[config.mk]
export PLATFORM = sky130hd
export DESIGN_NAME = dma_irq_coalescer
export DESIGN_NICKNAME = d
export VERILOG_FILES = /design/src/rtl/dma_irq_coalescer.sv
export SDC_FILE = /design/constraint.sdc
export NUM_CORES = 1
export LEC_CHECK = 0
export ABC_AREA = 1
export CAP_MARGIN = 5
export CORE_AREA = 4 4 95 187
export DETAILED_ROUTE_END_ITERATION = 10
export DIE_AREA = 0 0 99 191
export PLACE_DENSITY = 0.82
export SLEW_MARGIN = 15
export SYNTH_ARGS = -nofsm -noshare
export SYNTH_HDL_FRONTEND = slang
export SYNTH_SLANG_ARGS = --single-unit
[constraint.sdc]
create_clock -name clk_i -period 3.7 [get_ports clk_i]
set_input_delay 0.555 -clock clk_i [delete_from_list [all_inputs] [get_ports clk_i]]
set_output_delay 0.555 -clock clk_i [all_outputs]
set_load 0.01 [all_outputs]
[src/rtl/dma_irq_coalescer.sv]
// dma_irq_coalescer: counts DMA read/write completions per channel, coalesces
// them into pending interrupt bits by count threshold or idle timeout, and
// exposes pending/enable/coalescing/counter registers on a 64-bit register bus.

package dma_irq_coalescer_pkg;
  typedef struct packed {
    logic [5:0]  addr;
    logic        write;
    logic [63:0] wdata;
    logic [7:0]  wstrb;
    logic        valid;
  } reg_req_t;

  typedef struct packed {
    logic [63:0] rdata;
    logic        error;
    logic        ready;
  } reg_rsp_t;
endpackage

module dma_irq_coalescer #(
  parameter type         reg_req_t = dma_irq_coalescer_pkg::reg_req_t,
  parameter type         reg_rsp_t = dma_irq_coalescer_pkg::reg_rsp_t,
  parameter int unsigned CntWidth  = 32
) (
  input  logic       clk_i,
  input  logic       rst_ni,
  input  reg_req_t   reg_req_i,
  output reg_rsp_t   reg_rsp_o,
  input  logic       rd_done_i,
  input  logic       wr_done_i,
  output logic [1:0] irq_o
);

  localparam logic [5:0] AddrIpsr  = 6'h00;
  localparam logic [5:0] AddrIer   = 6'h08;
  localparam logic [5:0] AddrCoal  = 6'h10;
  localparam logic [5:0] AddrRdCnt = 6'h18;
  localparam logic [5:0] AddrWrCnt = 6'h20;

  logic [1:0]          ipsr_q, ipsr_d;
  logic [1:0]          ier_q, ier_d;
  logic [7:0]          thresh_q, thresh_d;
  logic [15:0]         timeout_q, timeout_d;
  logic [CntWidth-1:0] rd_cnt_q, rd_cnt_d;
  logic [CntWidth-1:0] wr_cnt_q, wr_cnt_d;
  logic [1:0]          done;
  logic [1:0]          fire_vec;
  logic [1:0]          w1c_mask;
  logic [7:0]          eff_thresh;
  logic                wr_en;
  logic                unused_bits;

  assign done       = {wr_done_i, rd_done_i};
  assign wr_en      = reg_req_i.valid & reg_req_i.write;
  // A threshold of zero behaves like one: every completion interrupts.
  assign eff_thresh = (thresh_q == 8'd0) ? 8'd1 : thresh_q;
  assign irq_o      = ipsr_q & ier_q;
  assign unused_bits = ^{reg_req_i.wdata[63:32], reg_req_i.wdata[15:8],
                         reg_req_i.wstrb[7:4], reg_req_i.wstrb[1]};

  // Combinational read decode; the response is all-zero when no request is valid.
  always_comb begin
    reg_rsp_o       = '0;
    reg_rsp_o.ready = reg_req_i.valid;
    if (reg_req_i.valid) begin
      case (reg_req_i.addr)
        AddrIpsr:  reg_rsp_o.rdata = {62'd0, ipsr_q};
        AddrIer:   reg_rsp_o.rdata = {62'd0, ier_q};
        AddrCoal:  reg_rsp_o.rdata = {32'd0, timeout_q, 8'd0, thresh_q};
        AddrRdCnt: reg_rsp_o.rdata = 64'(rd_cnt_q);
        AddrWrCnt: reg_rsp_o.rdata = 64'(wr_cnt_q);
        default:   reg_rsp_o.error = 1'b1;
      endcase
    end
  end

  // Register writes with byte strobes, W1C pending bits (set beats clear), lifetime counters.
  always_comb begin
    ier_d     = ier_q;
    thresh_d  = thresh_q;
    timeout_d = timeout_q;
    w1c_mask  = 2'b00;
    if (wr_en) begin
      case (reg_req_i.addr)
        AddrIpsr: if (reg_req_i.wstrb[0]) w1c_mask = reg_req_i.wdata[1:0];
        AddrIer:  if (reg_req_i.wstrb[0]) ier_d = reg_req_i.wdata[1:0];
        AddrCoal: begin
          if (reg_req_i.wstrb[0]) thresh_d = reg_req_i.wdata[7:0];
          if (reg_req_i.wstrb[2]) timeout_d[7:0] = reg_req_i.wdata[23:16];
          if (reg_req_i.wstrb[3]) timeout_d[15:8] = reg_req_i.wdata[31:24];
        end
        default: ;
      endcase
    end
    ipsr_d   = (ipsr_q & ~w1c_mask) | fire_vec;
    rd_cnt_d = rd_cnt_q + CntWidth'(rd_done_i);
    wr_cnt_d = wr_cnt_q + CntWidth'(wr_done_i);
  end

  // Register state update.
  always_ff @(posedge clk_i) begin
    if (!rst_ni) begin
      ipsr_q    <= '0;
      ier_q     <= '0;
      thresh_q  <= '0;
      timeout_q <= '0;
      rd_cnt_q  <= '0;
      wr_cnt_q  <= '0;
    end else begin
      ipsr_q    <= ipsr_d;
      ier_q     <= ier_d;
      thresh_q  <= thresh_d;
      timeout_q <= timeout_d;
      rd_cnt_q  <= rd_cnt_d;
      wr_cnt_q  <= wr_cnt_d;
    end
  end

  // Channel 0 is read completions, channel 1 is write completions.
  for (genvar gi = 0; gi < 2; gi++) begin : g_chan
    logic [7:0]  pend_q, pend_d, pend_inc;
    logic [15:0] tmr_q, tmr_d;
    logic        fire_q, fire_d, timeout_hit;

    // Count the pulse, decide on a fire, and advance the idle timer.
    always_comb begin
      pend_inc    = (done[gi] && (pend_q != 8'hFF)) ? pend_q + 8'd1 : pend_q;
      timeout_hit = (timeout_q != 16'd0) && (pend_q != 8'd0) && !done[gi] &&
                    (tmr_q == timeout_q - 16'd1);
      fire_d      = (pend_inc >= eff_thresh) || timeout_hit;
      pend_d      = pend_inc;
      tmr_d       = tmr_q + 16'd1;
      if (fire_d) begin
        pend_d = 8'd0;
        tmr_d  = 16'd0;
      end else if (done[gi] || (pend_q == 8'd0)) begin
        tmr_d  = 16'd0;
      end
    end

    // Fire decision is registered, so the pending bit lands one edge later.
    always_ff @(posedge clk_i) begin
      if (!rst_ni) begin
        pend_q <= '0;
        tmr_q  <= '0;
        fire_q <= 1'b0;
      end else begin
        pend_q <= pend_d;
        tmr_q  <= tmr_d;
        fire_q <= fire_d;
      end
    end

    assign fire_vec[gi] = fire_q;
  end

endmodule

==> results.py <==
metrics = {
    "power_and_ir_drop": {
        "p_leak_nw": 4.246,
        "power.density_nw_per_um2": 338.2,
        "ir_drop_v": 0.0002894,
    },
    "die": {
        "initial_core_util_pct": 53.62,
        "ios": 152,
        "num_rows": 66,
        "dieArea_um2": 18910,
        "die_x_um": 99,
        "core_um2": 16270,
        "die_h_um": 191,
    },
    "sta": {
        "post-route-period-util_pct": 94.71,
        "fin_tns_setup_ns": 0,
        "max_freq_mhz": 285.4,
        "min_period_ns": 3.504,
        "fin_hold_ws_ns": 0.4408,
        "rsz0062_at_grt": "no",
        "finalMaxSlewViolations": 0,
        "slew_headroom_pct": 59.24,
        "worst_pin_slew_ns": 0.6092,
        "finalSetupViolCount": 0,
        "finalHoldViolCount": 0,
        "fin_skew_ns": 0.008920,
    },
    "critical_path": {
        "r2r-end": "g_chan[1].pend_q[6]",
        "crit_chain": "clkdlybuf4s50_1, nor3_2, inv_1, nor2_1, nand2_1, buf_12, o221ai_1, nand2_1, inv_1, clkdlybuf4s50_1",
        "crit_path_end": "reg_rsp_o[33]",
        "r2r_cells": 18,
        "cp.depth": 10,
        "worstPathRequired_ns": 3.14,
        "critPathBufInv": 5,
        "cpPeakStageDelay_ns": 0.52,
        "crit_type": "in -> out",
        "crit_start": "reg_req_i[75]",
        "critPathCaptureType": "output pin",
        "path_delay_family": "buffers and inverters",
        "cpMaxStageDelayCell": "clkdlybuf4s50_1",
        "crit_fanout": 31,
        "r2r_setup_slack_ns": 0.31,
        "cp.arrival_ns": 2.95,
        "timing.rr.start": "g_chan[1].pend_q[1]",
        "worstSetupStartpointType": "input pin",
    },
    "global_route": {
        "grt_usage_pct": 26.67,
        "grt_overflow": 0,
        "grt_pass1_wl_mm": 39.99,
        "grt_pass1_vias": 8590,
        "antenna_found_initial": 0,
        "grt_start_max_net_pins": 45,
    },
    "run_status": {
        "outcome": "complete, no violations",
    },
    "synthesis": {
        "synth_cell_types": 47,
        "yosys-top-cells-area": "dfxtp_1 (33%), nand2_1 (9.9%), inv_1 (8.4%), nor2_1 (8.3%), nand3_1 (5.7%)",
        "netlist_area_um2": 8723,
        "syn_avg_cell_area_um2": 6.700,
        "ys_seq_elements": 142,
        "synth_compound_area_share_pct": 11.75,
        "synthArstFlopShare_pct": 0,
        "yosys.area.top_type": "dfxtp_1",
        "yosysSeqAreaShare_pct": 32.59,
        "synthMuxAreaShare_pct": 0,
        "synth_fa_ha_area_share_pct": 4.016,
        "yosys.area_share.simple_pct": 33.02,
        "yosys_warnings": 0,
        "synth_edf_count": 0,
        "syn_inst": 1302,
        "synth_xor_area_share_pct": 6.053,
        "synth_flop_cell": "dfxtp_1",
        "netlist.area_leader.share_pct": 32.59,
        "synth.most_common_cell": "nand2_1",
        "synth_top_family_by_area": "simple AND/OR/NAND/NOR gates",
        "synth_commonest_cells": "nand2_1 (231), inv_1 (195), nor2_1 (193), dfxtp_1 (142), nand3_1 (100)",
    },
    "route": {
        "wl_per_cell_um": 15.71,
        "drtIter0Drc": 533,
        "drcViolationCount": 0,
        "vias": 8938,
        "vias_per_cell": 5.579,
        "route.antenna.remaining_nets": 0,
        "wl_mm": 25.17,
        "first_pass_iters": 7,
    },
    "placement": {
        "dp_hpwl_mm": 19.34,
        "io_buffers": 74,
        "place_congestion": 0.9577,
        "dp_cells": 1570,
    },
    "clocking": {
        "cts.sinks": 142,
        "numCtsBuffers": 17,
        "h-tree-depth": 4,
        "clk_latency_ns": 0.43,
        "clk_pin_slew_ns": 0.06,
        "root_buffer": "clkbuf_16",
        "clockBufferDepth": 2,
        "cts_hold_buf": 0,
        "cts_tree": "done",
    },
    "cells_and_area": {
        "fin_cells": 1602,
        "nets": 1498,
        "layout-drive-gt1-share_pct": 5.937,
        "nFillCells": 1483,
        "num_antenna_cells": 0,
        "area_growth_pct": 17.40,
    },
    "job": {
        "cap_violations": 0,
    },
    "worst_hold_path": {
        "hp-class": "reg -> reg",
    },
}
## cell families after synthesis
logic type / after synthesis
simple gates: 644
other cells: 1
compound gates: 179
flops: 142
fa+ha+maj: 28
buf+inv: 254
xor+xnor: 54
## flip-flops by register name, indices dropped and copies added (netlist names)
| name | flops |
|---|---|
| ipsr_q | 2 |
| g_chan.fire_q | 2 |
| wr_cnt_q | 32 |
| timeout_q | 16 |
| rd_cnt_q | 32 |
| g_chan.pend_q | 16 |
| ier_q | 2 |
| g_chan.tmr_q | 32 |
| thresh_q | 8 |
## power by group
| group | internal [mW] | switching [mW] | total (mW) | leakage [nW] |
|---|---|---|---|---|
| combinational | 0.0822 | 0.127 | 0.209 | 2.82 |
| clock | 1.04 | 0.666 | 1.70 | 0.277 |
| sequential | 1.54 | 0.00897 | 1.55 | 1.15 |
| total | 2.66 | 0.802 | 3.46 | 4.25 |
## metal layers
layer / global-route usage [%] / wire length [µm]
met5: 0 / 0
met2: 48.21 / 13120
met3: 5.223 / 1470
met4: 20.83 / 2078
met1: 25.84 / 8505
## cell type report
cell class / count / area (µm²) / share of cell area, %
clock buffer: 21 / 470.5 / 4.594
clock inverter: 10 / 113.9 / 1.112
inverter: 196 / 735.7 / 7.184
multi-input combinational: 938 / 4935 / 48.19
sequential: 142 / 2843 / 27.76
tap: 204 / 255.2 / 2.492
timing repair buffer: 91 / 888.4 / 8.674
## worst min-delay path: cells and delay by family (launching register included)
| kind | cells | cell delay (ns) |
|---|---|---|
| AOI/OAI and AO/OA | 1 | 0.05 |
| buffers and inverters | 1 | 0.04 |
| DFF | 1 | 0.30 |
## cells in the final DEF, fill, tap and decap left out, types with 6 or more instances in the layout
cell type	instances
inv_1	195
nand3_1	100
conb_1	32
nor4_1	7
xnor2_1	6
o21a_1	6
xor2_1	44
a22oi_1	9
o221ai_1	13
nor3_1	52
nand4_1	14
a21oi_1	61
nand2_1	231
nor2_2	13
clkdlybuf4s50_1	73
clkbuf_16	17
dfxtp_1	142
o21ai_0	69
ha_1	28
buf_4	15
nor2_1	193
## metrics by stage
stage	power (mW)	worst slack (ns)	cell area (µm²)	utilization, %
finish	3.464	0.1957	10240	62.95
global route	3.565	0.01378	10240	62.95
CTS	3.473	0.1508	10210	62.76
detailed placement	1.785	-0.03621	9625	59.17
global placement	1.780	0.02105	9625	59.17
floorplan	1.719	0.6301	8840	-
## worst min path at each step
stage                           startpoint         to  cells past startpoint
final                     g_chan[0].fire_q  ipsr_q[0]                      2
after global placement    g_chan[1].fire_q  ipsr_q[1]                      2
after floorplan           g_chan[0].fire_q  ipsr_q[0]                      2
after CTS                 g_chan[0].fire_q  ipsr_q[0]                      2
after global routing      g_chan[1].fire_q  ipsr_q[1]                      2
after detailed placement  g_chan[0].fire_q  ipsr_q[0]                      2
## timing repair
action | 4_1_cts | 5_1_grt
endpoints found under the setup margin | 0 | 20
resized for setup | 0 | 3
buffers inserted | 0 | 0
No activity file was read; power rests on OpenSTA's default activity.
